$ cat src/rtl/instruction_fetch_pkg.sv
// Purpose: shared ISA encodings, FSM state type and helpers for the fetch/decode front end.
// Latency: n/a (definitions only).
// Backpressure: n/a.
package instruction_fetch_pkg;

   // Fetch/issue sequencer states
   typedef enum logic [1:0] {
      ST_FETCH       = 2'd0,
      ST_ISSUE       = 2'd1,
      ST_BRANCH_WAIT = 2'd2
   } fetch_state_t;

   // Opcodes, bits [31:29]; an all-zero word is a NOP, codes 5..7 are undefined
   localparam logic [2:0] OPC_NOP = 3'd0;
   localparam logic [2:0] OPC_MOV = 3'd1;
   localparam logic [2:0] OPC_ACC = 3'd2;
   localparam logic [2:0] OPC_JMP = 3'd3;
   localparam logic [2:0] OPC_ATC = 3'd4;

   // JMP condition codes carried in the op field
   localparam logic [2:0] COND_UNC = 3'd0;
   localparam logic [2:0] COND_EQ  = 3'd1;
   localparam logic [2:0] COND_NE  = 3'd2;
   localparam logic [2:0] COND_SLT = 3'd3;
   localparam logic [2:0] COND_SGT = 3'd4;

   // MOV sub-operations
   localparam logic [2:0] MOV_PUR = 3'd0;

   // Argument type bits
   localparam logic ARG_NUM = 1'b0;
   localparam logic ARG_REG = 1'b1;

   // Register selectors used as REG arguments
   localparam logic [7:0] REG_DOUT = 8'd1;

   // Flag register bit indices (ATC tests flags[op])
   localparam logic [2:0] FLAG_ZERO  = 3'd0;
   localparam logic [2:0] FLAG_CARRY = 3'd1;
   localparam logic [2:0] FLAG_OFLW  = 3'd2;
   localparam logic [2:0] FLAG_NEG   = 3'd3;

   // True when the instruction must be handed to the execute stage
   function automatic logic needs_exec(input logic [2:0] opcode, input logic [2:0] op);
      return (opcode == OPC_MOV) || (opcode == OPC_ACC) ||
             ((opcode == OPC_JMP) && (op != COND_UNC));
   endfunction

endpackage

$ cat src/rtl/instruction_decoder.sv
// Purpose: slice the latched instruction word into its fields.
// Latency: combinational, zero cycles.
// Backpressure: none; outputs follow the IR directly.
module instruction_decoder
   import instruction_fetch_pkg::*;
(
   input  logic [31:0] i_ir,
   output logic [2:0]  o_opcode,
   output logic [2:0]  o_op,
   output logic        o_arg1_type,
   output logic [7:0]  o_arg1,
   output logic        o_arg2_type,
   output logic [7:0]  o_arg2,
   output logic [7:0]  o_target
);

   // Fixed field map of the 32-bit instruction word
   always_comb begin
      o_opcode    = i_ir[31:29];
      o_op        = i_ir[28:26];
      o_arg1_type = i_ir[25];
      o_arg1      = i_ir[24:17];
      o_arg2_type = i_ir[16];
      o_arg2      = i_ir[15:8];
      o_target    = i_ir[7:0];
   end

endmodule

$ cat src/rtl/instruction_fetch.sv
// Purpose: fetch one instruction word, decode it and issue it or resolve control flow locally.
// Latency: 2 cycles per instruction (FETCH, ISSUE); conditional JMP adds >= 1 BRANCH_WAIT cycle.
// Backpressure: exec_valid holds with stable fields until exec_ready; branch resolution waits on branch_valid.
module instruction_fetch
   import instruction_fetch_pkg::*;
#(
   parameter logic [7:0] RESET_PC = 8'd0
) (
   input  logic        clock,
   input  logic        reset,
   output logic [7:0]  address,
   input  logic [31:0] instruction,
   input  logic [7:0]  flags,
   output logic [7:0]  flag_clear,
   output logic        exec_valid,
   input  logic        exec_ready,
   output logic [2:0]  opcode,
   output logic [2:0]  op,
   output logic        arg1_type,
   output logic [7:0]  arg1,
   output logic        arg2_type,
   output logic [7:0]  arg2,
   output logic [7:0]  target,
   input  logic        branch_valid,
   input  logic        branch_taken
);

   fetch_state_t r_state;
   fetch_state_t w_next_state;
   logic [7:0]   r_pc;
   logic [7:0]   w_next_pc;
   logic [7:0]   w_pc_inc;
   logic [31:0]  r_ir;
   logic [31:0]  w_next_ir;
   logic         w_exec_valid;
   logic [7:0]   w_flag_clear;

   // All decoded fields come from the IR, never from the live memory bus
   instruction_decoder u_decoder (
      .i_ir        (r_ir),
      .o_opcode    (opcode),
      .o_op        (op),
      .o_arg1_type (arg1_type),
      .o_arg1      (arg1),
      .o_arg2_type (arg2_type),
      .o_arg2      (arg2),
      .o_target    (target)
   );

   assign address    = r_pc;
   assign exec_valid = w_exec_valid;
   assign flag_clear = w_flag_clear;

   // State, PC and IR registers with synchronous active-low reset
   always_ff @(posedge clock) begin
      if (!reset) begin
         r_state <= ST_FETCH;
         r_pc    <= RESET_PC;
         r_ir    <= '0;
      end else begin
         r_state <= w_next_state;
         r_pc    <= w_next_pc;
         r_ir    <= w_next_ir;
      end
   end

   // Next-state, next-PC and handshake/strobe outputs
   always_comb begin
      w_next_state = r_state;
      w_next_pc    = r_pc;
      w_next_ir    = r_ir;
      w_exec_valid = 1'b0;
      w_flag_clear = 8'd0;
      w_pc_inc     = r_pc + 8'd1;   // wraps 255 -> 0

      case (r_state)
         ST_FETCH: begin
            w_next_ir    = instruction;
            w_next_state = ST_ISSUE;
         end

         ST_ISSUE: begin
            if (needs_exec(opcode, op)) begin
               // MOV, ACC, conditional JMP: hold until the execute stage takes it
               w_exec_valid = 1'b1;
               if (exec_ready) begin
                  if (opcode == OPC_JMP) begin
                     w_next_state = ST_BRANCH_WAIT;
                  end else begin
                     w_next_pc    = w_pc_inc;
                     w_next_state = ST_FETCH;
                  end
               end
            end else if (opcode == OPC_JMP) begin
               // unconditional jump resolves here without the execute stage
               w_next_pc    = target;
               w_next_state = ST_FETCH;
            end else if (opcode == OPC_ATC) begin
               // test-and-clear flag[op]: jump and clear it when set
               if (flags[op]) begin
                  w_next_pc    = target;
                  w_flag_clear = 8'd1 << op;
               end else begin
                  w_next_pc = w_pc_inc;
               end
               w_next_state = ST_FETCH;
            end else begin
               // NOP and undefined opcodes just step the PC
               w_next_pc    = w_pc_inc;
               w_next_state = ST_FETCH;
            end
         end

         ST_BRANCH_WAIT: begin
            if (branch_valid) begin
               w_next_pc    = branch_taken ? target : w_pc_inc;
               w_next_state = ST_FETCH;
            end
         end

         default: begin
            w_next_state = ST_FETCH;
         end
      endcase
   end

endmodule

$ cat config.mk
export PLATFORM = sky130hd
export DESIGN_NAME = instruction_fetch
export DESIGN_NICKNAME = d
export VERILOG_FILES = /design/src/rtl/instruction_fetch_pkg.sv /design/src/rtl/instruction_decoder.sv /design/src/rtl/instruction_fetch.sv
export SDC_FILE = /design/constraint.sdc
export NUM_CORES = 1
export LEC_CHECK = 0
export CELL_PAD_IN_SITES_DETAIL_PLACEMENT = 0
export CELL_PAD_IN_SITES_GLOBAL_PLACEMENT = 1
export CORE_ASPECT_RATIO = 0.75
export CORE_UTILIZATION = 26
export CTS_BUF_LIST = sky130_fd_sc_hd__clkbuf_4 sky130_fd_sc_hd__clkbuf_8 sky130_fd_sc_hd__clkbuf_16
export CTS_CLUSTER_DIAMETER = 30
export DETAILED_ROUTE_END_ITERATION = 7
export PLACE_DENSITY_LB_ADDON = 0.08
export SETUP_SLACK_MARGIN = 0.3
export SYNTH_ARGS = -nofsm -noshare
export SYNTH_HDL_FRONTEND = slang
export SYNTH_SLANG_ARGS = --single-unit
$ cat constraint.sdc
create_clock -name clock -period 1.86 [get_ports clock]
set_input_delay 0.186 -clock clock [delete_from_list [all_inputs] [get_ports clock]]
set_output_delay 0.186 -clock clock [all_outputs]
set_load 0.1 [all_outputs]
==> impl_metrics.tcl, run 1 <==
set metrics [dict create \
    synthCells 270 \
    gp_congestion 0.722 \
    synth_edf_count 0 \
    hp-class "in2reg" \
    grt_first_pass_wirelength_mm 10.5 \
    cts_buffer_depth 2 \
    cts_sinks 42 \
    drv_slew 0 \
    numCtsBuffers 5 \
    core_area_sq_um 7920 \
    worstSetupPathType "reg2out" \
    layoutNonFillerInstCount 482 \
    vias 2202 \
    regToRegStartpoint "r_ir[27]" \
    drt_wl_total_mm 6.28 \
    clk_latency_ns 0.29 \
    synth-main-ff-cell "dfxtp_1" \
    antenna_left 0 \
    syn-cell-area_sq_um 2130 \
    die_w_um 107 \
    holdPathEnd "r_ir[30]" \
    reg2reg_slack_ns 0.04 \
    status "completed" \
    io_buffers 93 \
    synth_nets 316 \
    final_cell_mix "nand2_1 (77), buf_4 (56), clkdlybuf4s50_1 (44)" \
    min_from "instruction[30]" \
    r2r-end "address[0]" \
    route.detailed.drc 0 \
    fin_skew_ns 0.0110 \
    nets 422 \
    rsz0062_at_grt "true" \
    syn2layout_area_growth_pct 69.0 \
    chipHeight_um 80.4 \
    power_density_nw_per_um2 727 \
    grt.overflow.total 0 \
    finalHoldViolations 0 \
    yosysWarnings 0 \
    antenna_found_initial 0 \
    ff2ff_path_depth 6 \
    seq_area_frac_synth 0.395 \
    maxCapViolations 0 \
    cts_max_level 2 \
    ir_worst_vdd_mv 0.322 \
    first_pass_iters 4 \
    hpwlAfterDp_mm 4.42 \
    period_needed_ns 1.82 \
    synth_cell_types 40 \
    cts_tree "done" \
    p_leak_nw 1.45 \
    wl_per_cell_um 13.0 \
    antenna_cells 0 \
    first_global_vias 2151 \
    period_share 0.980 \
    track_usage 0.154 \
    worstPathMaxFanout 6 \
    drive_gt1_frac 0.347 \
    grt_max_degree 50 \
    synth-seq-cells 42 \
    die_area_sq_um 8570 \
    whs_ns 0.432 \
    synth.avg_cell_area_sq_um 7.89 \
    avgViaCountPerCell 4.57 \
    hold_depth 3 \
    fmax_mhz 549 \
    finalSetupViolations 0 \
    tightest_slew_ns 0.348 \
    dp.cells 464 \
    cp-start-kind "register" \
    io_pins 94 \
    crit_path_start "r_ir[27]" \
    arrival_ns 1.64 \
    clkTransAtPathRegs_ns 0.09 \
    rows 28 \
    root_buffer "clkbuf_8" \
    mostFrequentLayoutCell "nand2_1" \
    dr.first_iter.drc_count 80 \
    end_kind "output pin" \
    cp.required_ns 1.67 \
    async_flop_share 0 \
    start_util 0.269 \
    slew_headroom 0.768 \
]
==> cell families after synthesis <==
group | synth area share
simple gates | 0.307
mux | 0.0288
xor+xnor | 0.00411
fa+ha+maj | 0.00587
buf+inv | 0.0464
flops | 0.395
compound gates | 0.213
==> what timing repair did <==
item                       in CTS  in global routing
hold buffers                    0                  0
pin swaps                       4                  6
setup buffers                   6                  4
resized for setup              16                 19
setup endpoints to repair      17                 18
==> cells in the mapped netlist, drive strengths merged (2+ instances only) <==
cell type | instances | area (sq um)
inv | 2 | 7.51
nor2b | 2 | 12.5
a21o | 2 | 15.0
a21boi | 33 | 248
nand2b | 2 | 12.5
or2 | 3 | 18.8
dfxtp | 42 | 841
nand4 | 3 | 18.8
nand2 | 80 | 300
mux2i | 5 | 50.1
and3 | 6 | 38.8
nand3b | 3 | 22.5
clkbuf | 15 | 57.6
nand4b | 2 | 17.5
a31o | 3 | 26.3
o21ai | 7 | 35.0
nor2 | 14 | 52.6
nor3 | 3 | 15.0
and2 | 6 | 37.5
a21oi | 4 | 20.0
o21a | 4 | 30.0
or3 | 5 | 41.3
nand3 | 8 | 40.0
buf | 3 | 33.8
==> sequential cells by signal, summed over array words and instances (netlist names) <==
name,flops
r_ir,32
address,8
r_state,2
==> layer usage <==
| metal | global-route usage | routed length, um |
|---|---|---|
| met4 | 0.0370 | 44 |
| met2 | 0.236 | 2650 |
| met1 | 0.214 | 3210 |
| met5 | 0 | 0 |
| met3 | 0.0414 | 374 |
==> through the flow <==
stage          worst slack (ns)  total power [mW]   util  setup TNS, ns  cell area [sq um]
6_report                 0.0369              2.62  0.455              0               3600
2_1_floorplan            -0.141              1.69      -         -0.711               2230
3_3_place_gp             -0.212              1.97  0.419          -1.30               3320
5_1_grt                 -0.0539              2.76  0.455         -0.177               3600
3_5_place_dp             -0.252              1.98  0.419          -1.53               3320
4_1_cts                  0.0428              2.63  0.443              0               3510
==> worst max-delay path, stage by stage (launching register included) <==
cell and delay (ns):
dfxtp_4 0.38, or3_4 0.39, o21ai_4 0.16, or2_4 0.15
clkinvlp_4 0.09, buf_12 0.17
==> area by class of cell <==
cell class                      instances  area [sq um]
Tap cell                              105           131
Timing Repair Buffer                  117          1160
Clock buffer                            6          76.3
Inverter                                2          11.3
Fill cell                             826          4320
Clock inverter                          2          13.8
Multi-Input combinational cell        208          1340
Sequential cell                        42           872
==> power by group <==
| part | leakage (nW) | switching, mW | internal [mW] |
|---|---|---|---|
| Sequential | 0.353 | 0.0630 | 0.961 |
| Combinational | 1.05 | 0.662 | 0.326 |
| Clock | 0.0486 | 0.327 | 0.280 |
==> how the worst max path moves through the flow <==
stage / end / slack (ns) / depth (start not counted)
finish: exec_valid / 0.04 / 5
global route: flag_clear[5] / -0.05 / 6
CTS: address[0] / 0.04 / 8
detailed placement: address[6] / -0.25 / 7
global placement: address[3] / -0.21 / 7
floorplan: address[1] / -0.14 / 7
Power figures use the tool's default switching activity.
==> run 2, diff against run 1 <==
Settings changed: SKIP_CTS_REPAIR_TIMING from default to 1.
==> impl_metrics.tcl, run 2 (synthesis gave the netlist of run 1 again) <==
set metrics [dict create \
    whs_ns 0.432 \
    die_area_sq_um 8570 \
    slowest_stage "or3_4" \
    dr.first_iter.drc_count 88 \
    cts_sinks 42 \
    clkTransAtPathRegs_ns 0.09 \
    multiInputGateArea_sq_um 1320 \
    status "completed" \
    power_density_nw_per_um2 735 \
    fin_util 0.446 \
    gp_congestion 0.722 \
    cts_buffer_depth 2 \
    avgViaCountPerCell 4.53 \
    cp-start-kind "register" \
    chipHeight_um 80.4 \
    antenna_left 0 \
    finalSetupViolations 0 \
    first_global_vias 2132 \
    crit_path_start "r_ir[27]" \
    core_area_sq_um 7920 \
    path_cells "or3_4, or3_4, a31oi_4, buf_12, nor3_1, o31a_1" \
    die_w_um 107 \
    ir_worst_vdd_mv 0.322 \
    wl_per_cell_um 12.9 \
    hpwlAfterDp_mm 4.42 \
    worstSetupPathType "reg2reg" \
    dp.cells 464 \
    reg2reg_slack_ns 0.04 \
    antenna_found_initial 0 \
    grt_first_pass_wirelength_mm 10.3 \
    slew_headroom 0.767 \
    tightest_slew_ns 0.349 \
    syn2layout_area_growth_pct 65.7 \
    drive_gt1_frac 0.328 \
    crit_end "address[0]" \
    top_register "r_ir" \
    hp-class "in2reg" \
    register_area_sq_um 870 \
    grt_max_degree 50 \
    fillCellCount 836 \
    antenna_cells 0 \
    regToRegStartpoint "r_ir[27]" \
    largest_reg_flops 32 \
    final_cell_mix "nand2_1 (78), buf_4 (55), clkdlybuf4s50_1 (44)" \
    ff2ff_path_depth 6 \
    p_leak_nw 1.40 \
    finalWorstSetupSlack_ns 0.0353 \
    grt.overflow.total 0 \
    vias 2163 \
    drt_wl_total_mm 6.17 \
    slowest_delay_ns 0.39 \
    finalHoldViolations 0 \
    nets 417 \
    track_usage 0.151 \
    r2r-end "address[0]" \
    io_buffers 93 \
    io_pins 94 \
    fin_skew_ns 0.0102 \
    numCtsBuffers 5 \
    layoutNonFillerInstCount 477 \
    worstPathMaxFanout 13 \
    start_util 0.269 \
    rows 28 \
    period_share 0.981 \
    fmax_mhz 548 \
    cts_tree "done" \
    mostFrequentLayoutCell "nand2_1" \
    drv_slew 0 \
    route.detailed.drc 0 \
    end_kind "register" \
    cts_max_level 2 \
    maxCapViolations 0 \
    crit_path_frequent_cell "or3_4" \
    root_buffer "clkbuf_8" \
    clk_latency_ns 0.29 \
    pre_cts_slack_ns -0.252 \
    first_pass_iters 4 \
    rsz0062_at_grt "true" \
    cp.required_ns 2.05 \
    hold_depth 3 \
    period_needed_ns 1.82 \
    arrival_ns 2.01 \
]
[run 2: power breakdown]
group,internal [mW],switching [mW]
registers,0.961,0.0621
logic,0.314,0.656
clock network,0.280,0.325
total,1.55,1.04
[run 2: final cells by class]
type                    instances  share of cell area
clock buffers                   6              0.0216
clock inverters                 2             0.00390
inverters                       2             0.00319
multi-input cells             208               0.375
flip-flops and latches         42               0.246
well taps                     105              0.0372
repair buffers                112               0.313
[run 2: stage by stage]
| step | total power, mW | TNS (ns) | area, sq um |
|---|---|---|---|
| floorplan | 1.69 | -0.711 | 2230 |
| global placement | 1.97 | -1.30 | 3320 |
| detailed placement | 1.98 | -1.53 | 3320 |
| CTS | 2.60 | -1.37 | 3410 |
| global route | 2.74 | -0.128 | 3530 |
| finish | 2.60 | 0 | 3530 |
[run 2: worst min-delay path by stage]
stage	endpoint	startpoint	slack [ns]
5_1_grt	r_ir[12]	instruction[12]	0.44
2_1_floorplan	r_ir[26]	instruction[26]	0.32
4_1_cts	r_ir[30]	instruction[30]	0.43
6_report	r_ir[30]	instruction[30]	0.43
3_5_place_dp	r_ir[25]	r_ir[25]	0.46
3_3_place_gp	r_ir[11]	r_ir[11]	0.45
[run 2: layer usage]
metal	routed length [um]	GRT usage
met1	3090	0.206
met2	2620	0.235
met3	414	0.0414
met4	44	0.0370
met5	0	0
[run 2: critical path: cells and delay by family (launching register included)]
kind | cells | cell delay [ns]
and+or+nand+nor | 3 | 0.79
AOI/OAI and AO/OA | 2 | 0.40
DFF | 1 | 0.38
buffers and inverters | 1 | 0.15
